[src/rtl/infer_scheduler_if.sv]
// Bundle of requester, network and response handshakes for infer_scheduler.
// slave = scheduler side, master = environment (requesters, network, consumer).
interface infer_scheduler_if #(
    parameter int D_W = 128
);
    logic           req0_valid;
    logic [D_W-1:0] req0_d;
    logic           req0_ready;
    logic           req1_valid;
    logic [D_W-1:0] req1_d;
    logic           req1_ready;

    logic           net_load;
    logic [D_W-1:0] net_d;
    logic           net_valid;
    logic [3:0]     net_q;

    logic           rsp_valid;
    logic           rsp_ready;
    logic           rsp_id;
    logic [3:0]     rsp_q;
    logic           rsp_timeout;

    modport slave (
        input  req0_valid, req0_d, req1_valid, req1_d, net_valid, net_q, rsp_ready,
        output req0_ready, req1_ready, net_load, net_d, rsp_valid, rsp_id, rsp_q,
               rsp_timeout
    );

    modport master (
        output req0_valid, req0_d, req1_valid, req1_d, net_valid, net_q, rsp_ready,
        input  req0_ready, req1_ready, net_load, net_d, rsp_valid, rsp_id, rsp_q,
               rsp_timeout
    );
endinterface

[src/rtl/infer_scheduler.sv]
// Two-requester round-robin scheduler feeding one inference network.
// Optional RUN watchdog enabled by defining INFER_TIMEOUT_EN.
//
// state | meaning
// IDLE  | waiting for a request; accepts only while net_valid is low
// RUN   | net_load held, waiting for net_valid (or watchdog expiry)
// RESP  | response presented until rsp_ready
module infer_scheduler #(
    parameter int D_W       = 128,
    parameter int TO_CYCLES = 4096
) (
    input  logic                clk,
    input  logic                rst_n,
    infer_scheduler_if.slave    bus,
    output logic                busy,
    output logic [15:0]         job_cnt
);

    typedef enum logic [1:0] {
        IDLE = 2'd0,
        RUN  = 2'd1,
        RESP = 2'd2
    } state_t;

    if (TO_CYCLES < 1) begin : g_to_check
        $error("infer_scheduler: TO_CYCLES must be at least 1");
    end

    state_t         state_q, state_d;
    logic           net_load_q, net_load_d;
    logic [D_W-1:0] net_d_q, net_d_d;
    logic           rsp_valid_q, rsp_valid_d;
    logic           rsp_id_q, rsp_id_d;
    logic [3:0]     rsp_class_q, rsp_class_d;
    logic           rr_prio1_q, rr_prio1_d;
    logic [15:0]    job_cnt_q, job_cnt_d;

    logic           accept;
    logic           grant1;

`ifdef INFER_TIMEOUT_EN
    localparam int WD_W = $clog2(TO_CYCLES + 1);
    logic [WD_W-1:0] wd_q, wd_d;
    logic            rsp_timeout_q, rsp_timeout_d;
    logic            wd_expired;

    assign wd_expired      = (wd_q == '0);
    assign bus.rsp_timeout = rsp_timeout_q;
`else
    assign bus.rsp_timeout = 1'b0;
`endif

    // rr_prio1_q set means req1 wins a tie; a lone requester always wins.
    assign accept = (state_q == IDLE) && !bus.net_valid && (bus.req0_valid || bus.req1_valid);
    assign grant1 = bus.req1_valid && (!bus.req0_valid || rr_prio1_q);

    assign bus.req0_ready = accept && !grant1;
    assign bus.req1_ready = accept && grant1;

    always_comb begin
        state_d     = state_q;
        net_load_d  = net_load_q;
        net_d_d     = net_d_q;
        rsp_valid_d = rsp_valid_q;
        rsp_id_d    = rsp_id_q;
        rsp_class_d = rsp_class_q;
        rr_prio1_d  = rr_prio1_q;
        job_cnt_d   = job_cnt_q;
`ifdef INFER_TIMEOUT_EN
        wd_d          = wd_q;
        rsp_timeout_d = rsp_timeout_q;
`endif
        case (state_q)
            IDLE: begin
                if (accept) begin
                    net_d_d    = grant1 ? bus.req1_d : bus.req0_d;
                    rsp_id_d   = grant1;
                    rr_prio1_d = !grant1;
                    net_load_d = 1'b1;
                    state_d    = RUN;
`ifdef INFER_TIMEOUT_EN
                    wd_d = WD_W'(TO_CYCLES - 1);
`endif
                end
            end
            RUN: begin
                if (bus.net_valid) begin
                    rsp_class_d = bus.net_q;
                    rsp_valid_d = 1'b1;
                    net_load_d  = 1'b0;
                    state_d     = RESP;
`ifdef INFER_TIMEOUT_EN
                    rsp_timeout_d = 1'b0;
                end else if (wd_expired) begin
                    // Watchdog counts down from TO_CYCLES-1, so expiry lands on the last RUN cycle.
                    rsp_class_d   = 4'hF;
                    rsp_timeout_d = 1'b1;
                    rsp_valid_d   = 1'b1;
                    net_load_d    = 1'b0;
                    state_d       = RESP;
                end else begin
                    wd_d = wd_q - 1'b1;
`endif
                end
            end
            RESP: begin
                if (bus.rsp_ready) begin
                    rsp_valid_d = 1'b0;
                    job_cnt_d   = job_cnt_q + 16'd1;
                    state_d     = IDLE;
                end
            end
            default: begin
                state_d     = IDLE;
                net_load_d  = 1'b0;
                rsp_valid_d = 1'b0;
            end
        endcase
    end

    always_ff @(posedge clk) begin
        if (!rst_n) begin
            state_q     <= IDLE;
            net_load_q  <= 1'b0;
            net_d_q     <= '0;
            rsp_valid_q <= 1'b0;
            rsp_id_q    <= 1'b0;
            rsp_class_q <= 4'h0;
            rr_prio1_q  <= 1'b0;
            job_cnt_q   <= 16'h0000;
`ifdef INFER_TIMEOUT_EN
            wd_q          <= '0;
            rsp_timeout_q <= 1'b0;
`endif
        end else begin
            state_q     <= state_d;
            net_load_q  <= net_load_d;
            net_d_q     <= net_d_d;
            rsp_valid_q <= rsp_valid_d;
            rsp_id_q    <= rsp_id_d;
            rsp_class_q <= rsp_class_d;
            rr_prio1_q  <= rr_prio1_d;
            job_cnt_q   <= job_cnt_d;
`ifdef INFER_TIMEOUT_EN
            wd_q          <= wd_d;
            rsp_timeout_q <= rsp_timeout_d;
`endif
        end
    end

    assign bus.net_load  = net_load_q;
    assign bus.net_d     = net_d_q;
    assign bus.rsp_valid = rsp_valid_q;
    assign bus.rsp_id    = rsp_id_q;
    assign bus.rsp_q     = rsp_class_q;
    assign busy          = (state_q != IDLE);
    assign job_cnt       = job_cnt_q;

endmodule

[src/flat_wrapper.sv]
// flat-port wrapper written by rule: the top's interface ports become plain ports
module infer_scheduler_flat 
#(
    parameter int D_W       = 128,
    parameter int TO_CYCLES = 4096
)
  (clk, rst_n, busy, job_cnt, bus_req0_valid, bus_req0_d, bus_req1_valid, bus_req1_d, bus_net_valid, bus_net_q, bus_rsp_ready, bus_req0_ready, bus_req1_ready, bus_net_load, bus_net_d, bus_rsp_valid, bus_rsp_id, bus_rsp_q, bus_rsp_timeout);
  infer_scheduler_if #(.D_W(D_W)) bus_i ();
  input  logic clk;
  input  logic rst_n;
  output logic busy;
  output logic [15:0] job_cnt;
  input wire logic [$bits(bus_i.req0_valid)-1:0] bus_req0_valid;
  input wire logic [$bits(bus_i.req0_d)-1:0] bus_req0_d;
  input wire logic [$bits(bus_i.req1_valid)-1:0] bus_req1_valid;
  input wire logic [$bits(bus_i.req1_d)-1:0] bus_req1_d;
  input wire logic [$bits(bus_i.net_valid)-1:0] bus_net_valid;
  input wire logic [$bits(bus_i.net_q)-1:0] bus_net_q;
  input wire logic [$bits(bus_i.rsp_ready)-1:0] bus_rsp_ready;
  output wire logic [$bits(bus_i.req0_ready)-1:0] bus_req0_ready;
  output wire logic [$bits(bus_i.req1_ready)-1:0] bus_req1_ready;
  output wire logic [$bits(bus_i.net_load)-1:0] bus_net_load;
  output wire logic [$bits(bus_i.net_d)-1:0] bus_net_d;
  output wire logic [$bits(bus_i.rsp_valid)-1:0] bus_rsp_valid;
  output wire logic [$bits(bus_i.rsp_id)-1:0] bus_rsp_id;
  output wire logic [$bits(bus_i.rsp_q)-1:0] bus_rsp_q;
  output wire logic [$bits(bus_i.rsp_timeout)-1:0] bus_rsp_timeout;
  assign bus_i.req0_valid = bus_req0_valid;
  assign bus_i.req0_d = bus_req0_d;
  assign bus_i.req1_valid = bus_req1_valid;
  assign bus_i.req1_d = bus_req1_d;
  assign bus_i.net_valid = bus_net_valid;
  assign bus_i.net_q = bus_net_q;
  assign bus_i.rsp_ready = bus_rsp_ready;
  assign bus_req0_ready = bus_i.req0_ready;
  assign bus_req1_ready = bus_i.req1_ready;
  assign bus_net_load = bus_i.net_load;
  assign bus_net_d = bus_i.net_d;
  assign bus_rsp_valid = bus_i.rsp_valid;
  assign bus_rsp_id = bus_i.rsp_id;
  assign bus_rsp_q = bus_i.rsp_q;
  assign bus_rsp_timeout = bus_i.rsp_timeout;
  infer_scheduler #(.D_W(D_W), .TO_CYCLES(TO_CYCLES)) u_core (.clk(clk), .rst_n(rst_n), .bus(bus_i), .busy(busy), .job_cnt(job_cnt));
endmodule
[config.mk]
export PLATFORM = sky130hd
export DESIGN_NAME = infer_scheduler_flat
export DESIGN_NICKNAME = d
export VERILOG_FILES = /design/src/rtl/infer_scheduler_if.sv /design/src/rtl/infer_scheduler.sv /design/src/flat_wrapper.sv
export SDC_FILE = /design/constraint.sdc
export NUM_CORES = 1
export LEC_CHECK = 0
export BUFFER_PORTS_ARGS = -buffer_cell sky130_fd_sc_hd__clkbuf_2
export CAP_MARGIN = 20
export CORE_AREA = 5 5 160 162
export DETAILED_ROUTE_END_ITERATION = 10
export DIE_AREA = 0 0 165 167
export MAX_ROUTING_LAYER = met4
export PLACE_DENSITY = 0.51
export SYNTH_ARGS = -nofsm -noshare
export SYNTH_HDL_FRONTEND = slang
export SYNTH_SLANG_ARGS = --single-unit
[constraint.sdc]
create_clock -name clk -period 1.6 [get_ports clk]
set_input_delay 0.16 -clock clk [delete_from_list [all_inputs] [get_ports clk]]
set_output_delay 0.16 -clock clk [all_outputs]
set_load 0.01 [all_outputs]
## Word level (Yosys, flattened, before mapping)

Cells that the tools add are included.

| storage, ports and cells | value |
|---|---|
| output and inout port bits | 155 |
| bits in latches | 0 |
| memories | 0 |
| memory bits (read-only) | 0 |
| memory bits (writable) | 0 |
| logic and storage cells | 45 |
| input port bits | 266 |
| register bits after elaboration | 154 |

| operators by class | value |
|---|---|
| reductions and logical operators | 18 |
| shift-type cells | 0 |
| multipliers | 0 |
| divide/modulo/power cells | 0 |
| equal/unequal tests | 5 |
| $add $sub $neg | 1 |
| bitwise operators | 2 |
| muxes and demuxes | 11 |
| order comparisons | 0 |

Operators by type and width:

| operator | number |
|---|---|
| 2-to-1 mux 128 bit | 1 |
| adder 16 x 1 -> 16 bit (second input constant) | 1 |
| AND reduction 3 bit | 3 |
| 2-to-1 mux 2 bit | 3 |
| one-hot mux 1 bit (3 select lines) | 2 |
| one-hot mux 2 bit (3 select lines) | 1 |
| AND reduction 2 bit | 3 |
| logical AND 1 bit | 5 |
| 2-to-1 mux 1 bit | 4 |
| != test 2 bit (second input constant) | 2 |
| logical NOT 1 bit | 3 |
| equality test 2 x 1 -> 1 bit (second input constant) | 1 |
| equality test 2 bit (second input constant) | 1 |
| logical NOT 2 bit | 1 |
| logical OR 1 bit | 2 |
| != test 2 x 1 -> 1 bit (second input constant) | 1 |
| inverter 1 bit | 2 |
| nonzero test 2 bit | 1 |

## Depth between registers and ports, before layout

| depth | value |
|---|---|
| depth after elaboration | 5 |
| depth in mapped cells | 8 |
| mapped depth without buffers | 5 |

## Least setup slack after synthesis

OpenSTA, ideal clock, no wires.

| timing | value |
|---|---|
| kind | register to register |
| start point | register u_core.job_cnt_q[0] (netlist: u_core.job_cnt[0]) |
| end point | register u_core.job_cnt_q[12] (netlist: u_core.job_cnt[12]) |
| path buffers | 0 |
| library setup time | 71 ps |
| arrival time | 1,647 ps |
| cell stages (with the launch flop) | 6 |
| clock period less this slack | 1,717 ps |
| data required time | 1,529 ps |
| path slack | -117 ps |
| cell sequence | dfxtp_1 > ha_1 > nand4b_4 > or4_1 > or3_1 > a21oi_1 |

| between the ends | value |
|---|---|
| longest elaborated chain between the ends | 1 |

Ends and longest elaborated chain:

| what | RTL line | source |
|---|---|---|
| start, declared | infer_scheduler.sv:36 | `logic [15:0] job_cnt_q, job_cnt_d;` |
| start signal, assigned | infer_scheduler.sv:143 | `job_cnt_q <= job_cnt_d;` |
| adder 16 x 1 -> 16 bit | infer_scheduler.sv:109 | `job_cnt_d = job_cnt_q + 16'd1;` |

Every way passes these cells.
A chain may end at the register's enable or synchronous reset.

## Worst setup path after layout

| timing | value |
|---|---|
| start point | register u_core.state_q[0] |
| end point | register u_core.net_d_q[114] (netlist: u_core.bus.net_d[114]) |

| between the ends | value |
|---|---|
| longest elaborated chain between the ends | 4 |

Ends and longest elaborated chain:

| what | RTL line | source |
|---|---|---|
| start, declared | infer_scheduler.sv:29 | `state_t state_q, state_d;` |
| start signal, assigned | infer_scheduler.sv:136 | `state_q <= state_d;` |
| logical NOT 2 bit (*) | infer_scheduler.sv:54, infer_scheduler.sv:73 |  |
| logical AND 1 bit (2 in series) | infer_scheduler.sv:54 | `assign accept = (state_q == IDLE) && !bus.net_valid && (bus.req0_valid \|\| bus.req1_valid);` |
| AND reduction 2 bit (no line) (*) | - |  |
| end signal, assigned | infer_scheduler.sv:138 | `net_d_q <= net_d_d;` |
| end, declared | infer_scheduler.sv:31 | `logic [D_W-1:0] net_d_q, net_d_d;` |

Every way passes the cells marked *; elsewhere a longest branch is shown, timed or not.

==> results by group <==
Global routing
  – First-pass GRT wire length: 42.7 mm
  – Vias in the first global route: 7954
  – Largest net degree at the start of global routing: 67
  – Grt ovf: 0
  – Initial antenna violation count: 0
  – Total GRT Usage: 20.2%

Worst setup path
  – Worst Setup Start Kind: register
  – R2R depth: 7
  – CP required: 1900 ps
  – CP Capture Type: register
  – Worst Path Arrival: 2010 ps
  – Critical path class: reg -> reg
  – Internal reg-to-reg setup slack: -120 ps
  – Worst Setup SP: u_core.state_q[0]
  – R2R Path Start: u_core.state_q[0]
  – CP Max Fanout: 16

Logic synthesis
  – Top FF cell, synth: dfxtp_1
  – Largest family of logic cells by synthesized area: compound AO/OA/AOI/OAI gates
  – Number of synthesized flops with an enable pin: 0
  – Simple-gate share of the synthesized area: 14.6%
  – Synthesized Nets: 841
  – Cell taking the most area after synthesis: dfxtp_1
  – Mux share of post-synthesis cell area: 1.22%
  – Post-Synthesis Cell Area: 5760 um^2
  – Syn Area/Cell: 10.0 um^2
  – Adder-cell share of the synthesized area: 0.217%
  – Fraction of the yosys area taken by sequential cells: 53.6%
  – Largest cells by area after synthesis: dfxtp_1 54%, a222oi_1 22%, nor2_1 9.6%
  – Yosys top cell area share: 53.6%
  – Async SR Flop Fraction: 0%
  – Flops & latches, synth: 154
  – Post-Synth XOR/XNOR Area: 1.37%
  – Synth Area in Compound Gates: 23.7%
  – Yosys warning total: 0
  – Cells after Synth: 574
  – Synth cell types: 37

Pwr
  – Pwr dens: 895 nW/um^2
  – Overall Power: 10700 uW
  – Leakage Power: 0.00559 uW
  – IR drop worst, VDD: 0.542 mV

Flow run
  – Max cap viols: 0

Floorplan
  – Top-level port count: 421
  – Die width: 165 um
  – Initial Util: 24.0%
  – Chip height: 167 um
  – Die area: 27600 um^2
  – Placeable Area: 24000 um^2
  – Num rows: 57

Final layout
  – Fin area: 12000 um^2
  – Antenna diode count: 0
  – Fin cells: 1580
  – Finished Core Util: 50.0%
  – Most common cell after layout, fill and taps aside: clkbuf_2
  – Nets: 1510
  – Commonest cells after routing, fill and taps aside: 416 x clkbuf_2, 226 x dlygate4sd3_1, 148 x dfxtp_1
  – # fillers: 2146
  – Fraction of layout cells with a size suffix above 1: 43.4%
  – Syn-to-layout area delta: 108%

Routing
  – Routed WL: 31.6 mm
  – Drt first pass iters: 7
  – Routed via count: 7938
  – WL per Instance: 20.0 um
  – Initial drt markers: 1090
  – Antenna viol nets, final: 0
  – Vias per std cell: 5.02
  – DRC Markers: 0

STA
  – Worst setup margin: -118 ps
  – RSZ-0062 raised after global routing: true
  – Final Hold Fails: 0
  – Hold WS: 18.3 ps
  – Max Freq: 582 MHz
  – Worst-Margin Slew: 536 ps
  – Slew Viols, Final: 0
  – Final period util: 107%
  – Tmin final: 1720 ps
  – Final setup fails: 105
  – Rel. slew slack: 64.1%
  – Worst Clk Skew: 11.1 ps

Clock network
  – Clock latency on the worst-skew pair: 420 ps
  – Clock-pin slew on the worst setup and hold paths: 60 ps
  – TritonCTS Buffers: 17
  – Clock Path Buffers: 2
  – Root buffer cell: clkbuf_16
  – CTS tree: built
  – CTS sink count: 154
  – H-tree depth: 4

Placed design
  – Buffers added on ports: 419
  – Dpl hpwl: 17.2 mm
  – Area post-placement: 8410 um^2
  – Placed insts: 1291
  – Routability congestion estimate: 0.819

Hold path
  – Hold_sp: bus_req1_d[108]
  – Hold path depth: 3
  – Hold Path Class: in -> reg

Outcome
  – Outcome: finished, violations left
  – Failing checks: negative setup slack
## logic make-up (layout without fill, tap and decap cells)
| kind of cell | Yosys count | count (layout) |
|---|---|---|
| fa+ha+maj | 1 | 1 |
| buf+inv | 66 | 747 |
| simple gates | 192 | 192 |
| xor+xnor | 9 | 9 |
| mux | 7 | 7 |
| compound gates | 144 | 145 |
| other cells | 1 | 1 |
| flops | 154 | 154 |
## worst max-delay path, stage by stage (launching register included)
cell       delay [ps]
dfxtp_4           350
nor3_4            200
buf_6             130
buf_6             120
o21ai_4           160
clkbuf_16         240
a222oi_1          290
nor2_1             90
## power by group
| part | leakage [uW] | total [uW] | switching (uW) | internal [uW] |
|---|---|---|---|---|
| clock network | 0.000286 | 4070 | 1790 | 2280 |
| registers | 0.00126 | 4220 | 142 | 4080 |
| logic | 0.00405 | 2430 | 1100 | 1330 |
## cells in the mapped netlist, drive strengths merged (2+ instances only)
master    n
mux2i     7
nand2b    3
a222oi  128
nand4     2
or3       3
nand3     8
dfxtp   154
a21oi     9
o21ai     5
nor3      6
nor4      4
inv       3
xor2      2
nor2    147
and3      3
clkbuf   29
nand2     9
nand3b    2
buf      34
xnor2     7
## layout make-up
type	instances	area (um^2)	area share [%]
Tap cell	324	405	3.39
Timing Repair Buffer	712	5400	45.1
Inverter	3	13.8	0.115
Clock inverter	12	130	1.09
Sequential cell	154	3100	25.9
Clock buffer	20	457	3.81
Multi-Input combinational cell	355	2470	20.7
## sequential cells by signal (all words and copies together) (netlist names)
signal / cells
u_core.bus.net_d: 128
u_core.bus.net_load: 1
u_core.bus.rsp_id: 1
u_core.bus.rsp_q: 4
u_core.bus.rsp_valid: 1
u_core.job_cnt: 16
u_core.rr_prio1_q: 1
u_core.state_q: 2
## through the flow
step	TNS [ps]	worst slack [ps]
2_1_floorplan	0	7.74
3_3_place_gp	-30.0	-18.5
3_5_place_dp	-51.2	-18.5
4_1_cts	-7820	-123
5_1_grt	-13520	-188
6_report	-3820	-118
## timing repair
action                                 CTS  global route
cloned                                   9            11
gates resized for setup                 21            30
pin swaps                               54            50
endpoints found under the hold margin  125             0
setup endpoints to repair               55           140
hold buffers                           226             0
setup buffers                            9             4
## worst paths after layout
check                          end
max          u_core.bus.net_d[114]
min          u_core.bus.net_d[108]
max reg2reg  u_core.bus.net_d[114]
min reg2reg    u_core.bus.net_load
## per-layer routing
metal	GRT usage, %	share of wire (%)	vias up	wire length [um]
met3	4.70	9.2	85	2900
li1	-	-	3616	-
met1	22.3	38	3732	12000
met4	8.97	3.1	0	975
met5	-	0	-	0
met2	34.3	50	505	15600
Power figures use the tool's default switching activity.
